**src/rtl/surf_trig_pkg.sv**
```systemverilog
// -----------------------------------------------------------------------------
// surf_trig_pkg
// Shared definitions for the SURF trigger word link. The transmitter and the
// receiver-side decode both import this package, so both ends agree on word
// widths, the HDR flag position, and the frame state encoding.
// -----------------------------------------------------------------------------
package surf_trig_pkg;

    localparam int TRIG_WORD_W = 16;
    localparam int TRIG_ADDR_W = 12;
    localparam int TRIG_META_W = 8;

    localparam logic [TRIG_WORD_W-1:0] TRIG_HDR_FLAG = 16'h8000;
    localparam logic [TRIG_WORD_W-1:0] TRIG_IDLE     = 16'h0000;

    // Frame state: a HDR frame is always followed by exactly one META frame.
    typedef enum logic [0:0] {
        IDLE_S = 1'b0,
        META_S = 1'b1
    } trig_state_e;

    // One queued trigger event.
    typedef struct packed {
        logic [TRIG_META_W-1:0] meta;
        logic [TRIG_ADDR_W-1:0] addr;
    } trig_evt_t;

    // HDR = {1, 000, addr}
    function automatic logic [TRIG_WORD_W-1:0] trig_hdr_word(
        input logic [TRIG_ADDR_W-1:0] addr
    );
        return TRIG_HDR_FLAG | {4'h0, addr};
    endfunction

    // META = {00, meta}
    function automatic logic [TRIG_WORD_W-1:0] trig_meta_word(
        input logic [TRIG_META_W-1:0] meta
    );
        return {8'h00, meta};
    endfunction

    // Receiver-side decode: a word carrying the HDR flag starts an event.
    function automatic logic trig_is_hdr(input logic [TRIG_WORD_W-1:0] word);
        return (word & TRIG_HDR_FLAG) != TRIG_IDLE;
    endfunction

endpackage

```
**src/rtl/trig_evt_fifo.sv**
```systemverilog
// -----------------------------------------------------------------------------
// trig_evt_fifo
// Synchronous FIFO with asynchronous active-high reset. Read data is the
// current head entry (show-ahead), valid whenever empty is low.
// When full, a push in the same cycle as a pop is accepted because the pop
// frees the slot first; a push while full without a pop is dropped and
// flagged on drop for one cycle.
//
// Ports:
//   clk          clock
//   rst          asynchronous reset, active high; empties the FIFO
//   push         write request
//   push_data    data written on an accepted push
//   pop          read request (ignored when empty)
//   pop_data     head entry
//   full/empty   occupancy flags
//   drop         push rejected this cycle (combinational)
//   nonempty_nxt FIFO will be non-empty after this clock edge
// -----------------------------------------------------------------------------
module trig_evt_fifo #(
    parameter int WIDTH = 20,
    parameter int DEPTH = 4
) (
    input  logic             clk,
    input  logic             rst,
    input  logic             push,
    input  logic [WIDTH-1:0] push_data,
    input  logic             pop,
    output logic [WIDTH-1:0] pop_data,
    output logic             full,
    output logic             empty,
    output logic             drop,
    output logic             nonempty_nxt
);

    localparam int AW = (DEPTH > 1) ? $clog2(DEPTH) : 1;

    logic [WIDTH-1:0] mem [DEPTH];
    logic [AW-1:0]    wr_ptr;
    logic [AW-1:0]    rd_ptr;
    logic [AW:0]      count;
    logic [AW:0]      count_nxt;
    logic             do_push;
    logic             do_pop;

    assign full  = (count == (AW+1)'(DEPTH));
    assign empty = (count == '0);

    assign do_pop  = pop && !empty;
    // Pop-before-push: a simultaneous pop makes room even when full.
    assign do_push = push && (!full || do_pop);
    assign drop    = push && !do_push;

    assign count_nxt    = count + (AW+1)'(do_push) - (AW+1)'(do_pop);
    assign nonempty_nxt = (count_nxt != '0);

    assign pop_data = mem[rd_ptr];

    // NOTE: storage is deliberately not reset; the pointers and count define
    // which entries are meaningful, and an unreset array maps to plain RAM/regs.
    always_ff @(posedge clk) begin
        if (do_push) begin
            mem[wr_ptr] <= push_data;
        end
    end

    // NOTE: sequential state uses non-blocking assignments so every register
    // samples the pre-edge values regardless of statement order.
    always_ff @(posedge clk or posedge rst) begin
        if (rst) begin
            wr_ptr <= '0;
            rd_ptr <= '0;
            count  <= '0;
        end else begin
            // DEPTH is a power of two, so the pointers wrap naturally.
            if (do_push) begin
                wr_ptr <= wr_ptr + 1'b1;
            end
            if (do_pop) begin
                rd_ptr <= rd_ptr + 1'b1;
            end
            count <= count_nxt;
        end
    end

endmodule

```
**src/rtl/surf_trig_word_tx.sv**
```systemverilog
// -----------------------------------------------------------------------------
// surf_trig_word_tx
// SURF-side trigger word transmitter. Queues single-cycle trigger events and
// serializes each as a HDR frame followed by a META frame, one 16-bit word per
// 4-cycle frame, aligned to sysclk_phase_i. Frames with nothing to send carry
// IDLE words.
//
// Ports:
//   sysclk_i          system clock (125 MHz)
//   rst_i             asynchronous reset, active high
//   sysclk_phase_i    one-cycle pulse marking a frame start
//   trig_valid_i      one-cycle trigger event strobe
//   trig_addr_i       trigger address/time, sampled with trig_valid_i
//   trig_meta_i       metadata, sampled with trig_valid_i
//   trig_dat_o        trigger word, held for a full frame
//   trig_dat_valid_o  one-cycle strobe when trig_dat_o updates
//   drop_count_o      saturating count of events lost to a full queue
//   busy_o            queue non-empty or a META word still pending
// -----------------------------------------------------------------------------
module surf_trig_word_tx
    import surf_trig_pkg::*;
#(
    parameter int FIFO_DEPTH = 4,
    parameter int CNT_WIDTH  = 16
) (
    input  logic                   sysclk_i,
    input  logic                   rst_i,
    input  logic                   sysclk_phase_i,
    input  logic                   trig_valid_i,
    input  logic [TRIG_ADDR_W-1:0] trig_addr_i,
    input  logic [TRIG_META_W-1:0] trig_meta_i,
    output logic [TRIG_WORD_W-1:0] trig_dat_o,
    output logic                   trig_dat_valid_o,
    output logic [CNT_WIDTH-1:0]   drop_count_o,
    output logic                   busy_o
);

    trig_evt_t              push_evt;
    trig_evt_t              head_evt;
    logic                   fifo_full;
    logic                   fifo_empty;
    logic                   fifo_drop;
    logic                   fifo_nonempty_nxt;
    logic                   pop;
    trig_state_e            state_q;
    trig_state_e            state_d;
    logic [TRIG_META_W-1:0] meta_q;

    assign push_evt = '{meta: trig_meta_i, addr: trig_addr_i};

    // The pop decision uses the registered empty flag, so an event pushed on
    // a phase cycle is only seen at the following frame start.
    assign pop = sysclk_phase_i && (state_q == IDLE_S) && !fifo_empty;

    trig_evt_fifo #(
        .WIDTH ($bits(trig_evt_t)),
        .DEPTH (FIFO_DEPTH)
    ) u_fifo (
        .clk          (sysclk_i),
        .rst          (rst_i),
        .push         (trig_valid_i),
        .push_data    (push_evt),
        .pop          (pop),
        .pop_data     (head_evt),
        .full         (fifo_full),
        .empty        (fifo_empty),
        .drop         (fifo_drop),
        .nonempty_nxt (fifo_nonempty_nxt)
    );

    // NOTE: every signal driven from always_comb gets a default first so no
    // path leaves it unassigned, which would infer a latch.
    always_comb begin
        state_d = state_q;
        if (sysclk_phase_i) begin
            case (state_q)
                IDLE_S:  state_d = fifo_empty ? IDLE_S : META_S;
                META_S:  state_d = IDLE_S;
                default: state_d = IDLE_S;
            endcase
        end
    end

    // Frame state, output word and the META latch.
    always_ff @(posedge sysclk_i or posedge rst_i) begin
        if (rst_i) begin
            state_q          <= IDLE_S;
            meta_q           <= '0;
            trig_dat_o       <= TRIG_IDLE;
            trig_dat_valid_o <= 1'b0;
        end else begin
            state_q          <= state_d;
            trig_dat_valid_o <= sysclk_phase_i;
            if (sysclk_phase_i) begin
                case (state_q)
                    IDLE_S: begin
                        if (!fifo_empty) begin
                            trig_dat_o <= trig_hdr_word(head_evt.addr);
                            meta_q     <= head_evt.meta;
                        end else begin
                            trig_dat_o <= TRIG_IDLE;
                        end
                    end
                    META_S:  trig_dat_o <= trig_meta_word(meta_q);
                    default: trig_dat_o <= TRIG_IDLE;
                endcase
            end
        end
    end

    // Dropped-event counter, saturating at all-ones.
    always_ff @(posedge sysclk_i or posedge rst_i) begin
        if (rst_i) begin
            drop_count_o <= '0;
        end else if (fifo_drop && (drop_count_o != '1)) begin
            drop_count_o <= drop_count_o + 1'b1;
        end
    end

    // Busy reflects the queue and state as they will be after this edge.
    always_ff @(posedge sysclk_i or posedge rst_i) begin
        if (rst_i) begin
            busy_o <= 1'b0;
        end else begin
            busy_o <= fifo_nonempty_nxt || (state_d == META_S);
        end
    end

endmodule
```
**config.mk**
```make
export PLATFORM = sky130hd
export DESIGN_NAME = surf_trig_word_tx
export DESIGN_NICKNAME = d
export VERILOG_FILES = /design/src/rtl/surf_trig_pkg.sv /design/src/rtl/trig_evt_fifo.sv /design/src/rtl/surf_trig_word_tx.sv
export SDC_FILE = /design/constraint.sdc
export NUM_CORES = 1
export LEC_CHECK = 0
export CAP_MARGIN = 20
export CORE_UTILIZATION = 27
export DETAILED_ROUTE_END_ITERATION = 6
export GPL_ROUTABILITY_DRIVEN = 0
export SLEW_MARGIN = 20
export SYNTH_ARGS = -nofsm -noshare
export SYNTH_HDL_FRONTEND = slang
export SYNTH_SLANG_ARGS = --single-unit
```
**constraint.sdc**
```tcl
create_clock -name sysclk_i -period 7.6 [get_ports sysclk_i]
set_input_delay 1.14 -clock sysclk_i [delete_from_list [all_inputs] [get_ports sysclk_i]]
set_output_delay 1.14 -clock sysclk_i [all_outputs]
set_load 0.005 [all_outputs]
```
==> reports/results.txt <==
outcome - finished, final reports clean
Hold Violations, Final - 0
first-pass iteration count of the detailed router - 4
design area - 6470 um2
cts bufs inserted - 17
CTS HTree Levels - 4
Via Count - 2745
worst skew pair latency - 0.42 ns
setup bufs post-CTS - 0
Net Sw Frac - 29.0%
Sequential Power Share - 42.7%
crit end category - flip-flop
Final Max Tran Viols - 0
ratio of cells with drive above 1 in the final layout - 17.0%
largest net degree at the start of global routing - 48
Synth Cell Area - 5120 um2
Clk pin slew, worst setup/hold paths - 0.05 ns
# IOs - 58
Die Y - 140 um
Syn Inst Count - 314
leakage power - 2.45 nW
Finished Core Util - 35.4%
# DRC - 0
Core ar. - 18300 um2
clock network power share - 33.3%
ANT nets after route - 0
biggest cell delay along the critical path - 0.84 ns
chip width - 140 um
final setup vio count - 0
CTS tree - done
Max-cap violations - 0
CP most frequent cell - inv_1
Fmax - 0.223 GHz
dpl hpwl - 6450 um
Top Layer Used - met4
Clock Path Buffers - 2
Worst Path Buf+Inv - 4
Cell Area, Placed - 5880 um2
Initial Utilization - 28.0%
root buf cell - clkbuf_16
# port buffers - 54
Tot GR Track Use - 11.0%
Rel. slew slack - 28.1%
crit path max fanout - 22
RSZ-0062 raised after global routing - false
drt initial violations - 112
cells along the critical path - clkdlybuf4s50_1 > nand2b_1 > or2_4 > inv_1 > ha_1 > inv_1 > ha_1 > inv_1 > fa_1 > xnor2_1 > xnor2_1 > or4_1
Final period util - 59.0%
initial antenna violation count - 0
total length of routed met2 wires - 4550 um
hold crit path type - flip-flop to flip-flop
Peak VDD IR - 0.200 mV
Routed met1 length - 4550 um
Ys Warns - 0
Slowest-stage cell, CP - clkdlybuf4s50_1
GR Overflow Total - 0
power after layout - 2.40 mW
WP data required - 7.88 ns
critical path startpoint category - input port
post-synthesis sequential area ratio - 69.9%
Pwr Density - 370 nW/um2
Vias per Instance - 4.44
setup TNS - 0 ns
met3 wire length - 487 um
Yosys reg bits - 127
vias in the first global route - 2841
number of nets in the layout - 408
Min Hold Slack - 0.483 ns
Antenna Diode Count - 0
CTS sink cnt - 127
Synth cell types - 40
Crit Path Category - input port to flip-flop
Gate power share - 24.0%
most frequent cells in the layout - 80 x edfxtp_1, 54 x clkdlybuf4s50_1, 47 x dfrtp_1, 41 x nand2_1, 20 x mux4_2
Fin Clk Skew - 0.00703 ns
Switch Pwr - 0.695 mW
global-route wire length before repair - 15800 um
die area - 19500 um2
routed length per placed instance - 15.8 um
num rows - 49
Resize count post-CTS - 0
final wirelength - 9780 um
most common cell after layout, fill and taps aside - edfxtp_1
Synth-to-Final Area Change - 26.5%
Final Critical Period - 4.48 ns
Worst Max-Slew Pin Slew - 1.08 ns
CP arrival - 4.76 ns
Mean Syn Cell Area - 16.3 um2
Top Family by Delay on Critical Path - buffers and inverters
CTS Hold Buffers Added - 0
Internal Pwr Total - 1.70 mW
==> cells in the mapped netlist <==
| cell | number | area, um2 |
|---|---|---|
| xnor2_1 | 6 | 52.6 |
| xor2_1 | 14 | 123 |
| buf_1 | 1 | 3.75 |
| a21boi_2 | 1 | 11.3 |
| nor3b_4 | 1 | 18.8 |
| buf_4 | 4 | 30.0 |
| nand3_1 | 5 | 25.0 |
| nand2_1 | 41 | 154 |
| buf_6 | 1 | 11.3 |
| mux2_2 | 1 | 11.3 |
| nor4_2 | 2 | 25.0 |
| a21oi_2 | 1 | 8.76 |
| nand4_1 | 4 | 25.0 |
| edfxtp_1 | 80 | 2400 |
| a221o_1 | 6 | 60.1 |
| o21ai_0 | 9 | 45.0 |
| nor3_1 | 4 | 20.0 |
| mux4_2 | 20 | 450 |
| nand3_2 | 1 | 10.0 |
| a211oi_2 | 1 | 12.5 |
| and2_1 | 6 | 37.5 |
| or4_1 | 1 | 7.51 |
| or2_4 | 1 | 8.76 |
| nor2b_1 | 3 | 18.8 |
| nand3_4 | 1 | 17.5 |
| and2b_1 | 3 | 22.5 |
| nor4_1 | 4 | 25.0 |
| and3_1 | 1 | 6.26 |
| buf_2 | 5 | 25.0 |
| fa_1 | 1 | 20.0 |
| dfrtp_1 | 47 | 1180 |
| nand4_2 | 1 | 12.5 |
| mux2_1 | 1 | 11.3 |
| inv_1 | 16 | 60.1 |
| nand2b_1 | 1 | 6.26 |
| ha_1 | 7 | 87.6 |
| clkbuf_1 | 4 | 15.0 |
| conb_1 | 1 | 3.75 |
| a211oi_1 | 5 | 37.5 |
| and4_1 | 2 | 17.5 |
==> power by group through the flow <==
stage          logic (mW)  registers, mW  clock network [mW]
5_1_grt             0.637           1.04               0.844
3_3_place_gp        0.575           1.04                   0
6_report            0.575           1.02               0.797
3_5_place_dp        0.588           1.04                   0
4_1_cts             0.592           1.03               0.813
2_1_floorplan       0.389          0.994                   0
==> worst paths after layout <==
check                                start         endpoint  slack (ns)  cells past startpoint
setup / recovery            sysclk_phase_i           busy_o        3.12                     12
hold / removal             drop_count_o[5]  drop_count_o[5]        0.48                      1
setup reg to reg                   state_q           busy_o        4.26                     11
hold reg to reg            drop_count_o[5]  drop_count_o[5]        0.48                      1
max in group asynchronous            rst_i           busy_o        5.90                      2
min in group asynchronous            rst_i  drop_count_o[0]        1.21                      2
==> cell families after synthesis <==
logic type / count (synthesis) / share of synthesized area [%]
DFF: 127 / 69.9
adders and majority gates: 8 / 2.10
xor gates and xnor gates: 20 / 3.42
other: 1 / 0.0733
muxes: 22 / 9.24
buffers and inverters: 31 / 2.84
and+or+nand+nor: 82 / 8.95
AOI/OAI and AO/OA: 23 / 3.42
==> area by class of cell <==
| type | count | area, um2 |
|---|---|---|
| clock buffer | 18 | 429 |
| clock inverter | 14 | 158 |
| fill | 1738 | 11800 |
| inverter | 16 | 61.3 |
| multi-input combinational | 158 | 1400 |
| sequential | 127 | 3580 |
| tap | 229 | 287 |
| timing repair buffer | 56 | 556 |
==> per-stage QoR <==
stage | cells | setup WS (ns)
3_5_place_dp | 586 | 2.64
6_report | 618 | 3.12
5_1_grt | 618 | 2.86
2_1_floorplan | 316 | 4.16
3_3_place_gp | 586 | 2.76
4_1_cts | 618 | 3.09
==> registers in the layout, summed over array words and instances (netlist names) <==
signal / count
u_fifo.wr_ptr: 2
drop_count_o: 16
state_q: 1
u_fifo.mem: 80
u_fifo.rd_ptr: 2
meta_q: 8
trig_dat_valid_o: 1
trig_dat_o: 13
u_fifo.count: 3
busy_o: 1
==> metal layers <==
layer / global-route usage, % / up-vias
li1: - / 1285
met1: 14.0 / 1366
met2: 16.8 / 77
met3: 3.99 / 17
met4: 5.09 / 0
met5: 0 / -
No activity file was read; power rests on OpenSTA's default activity.
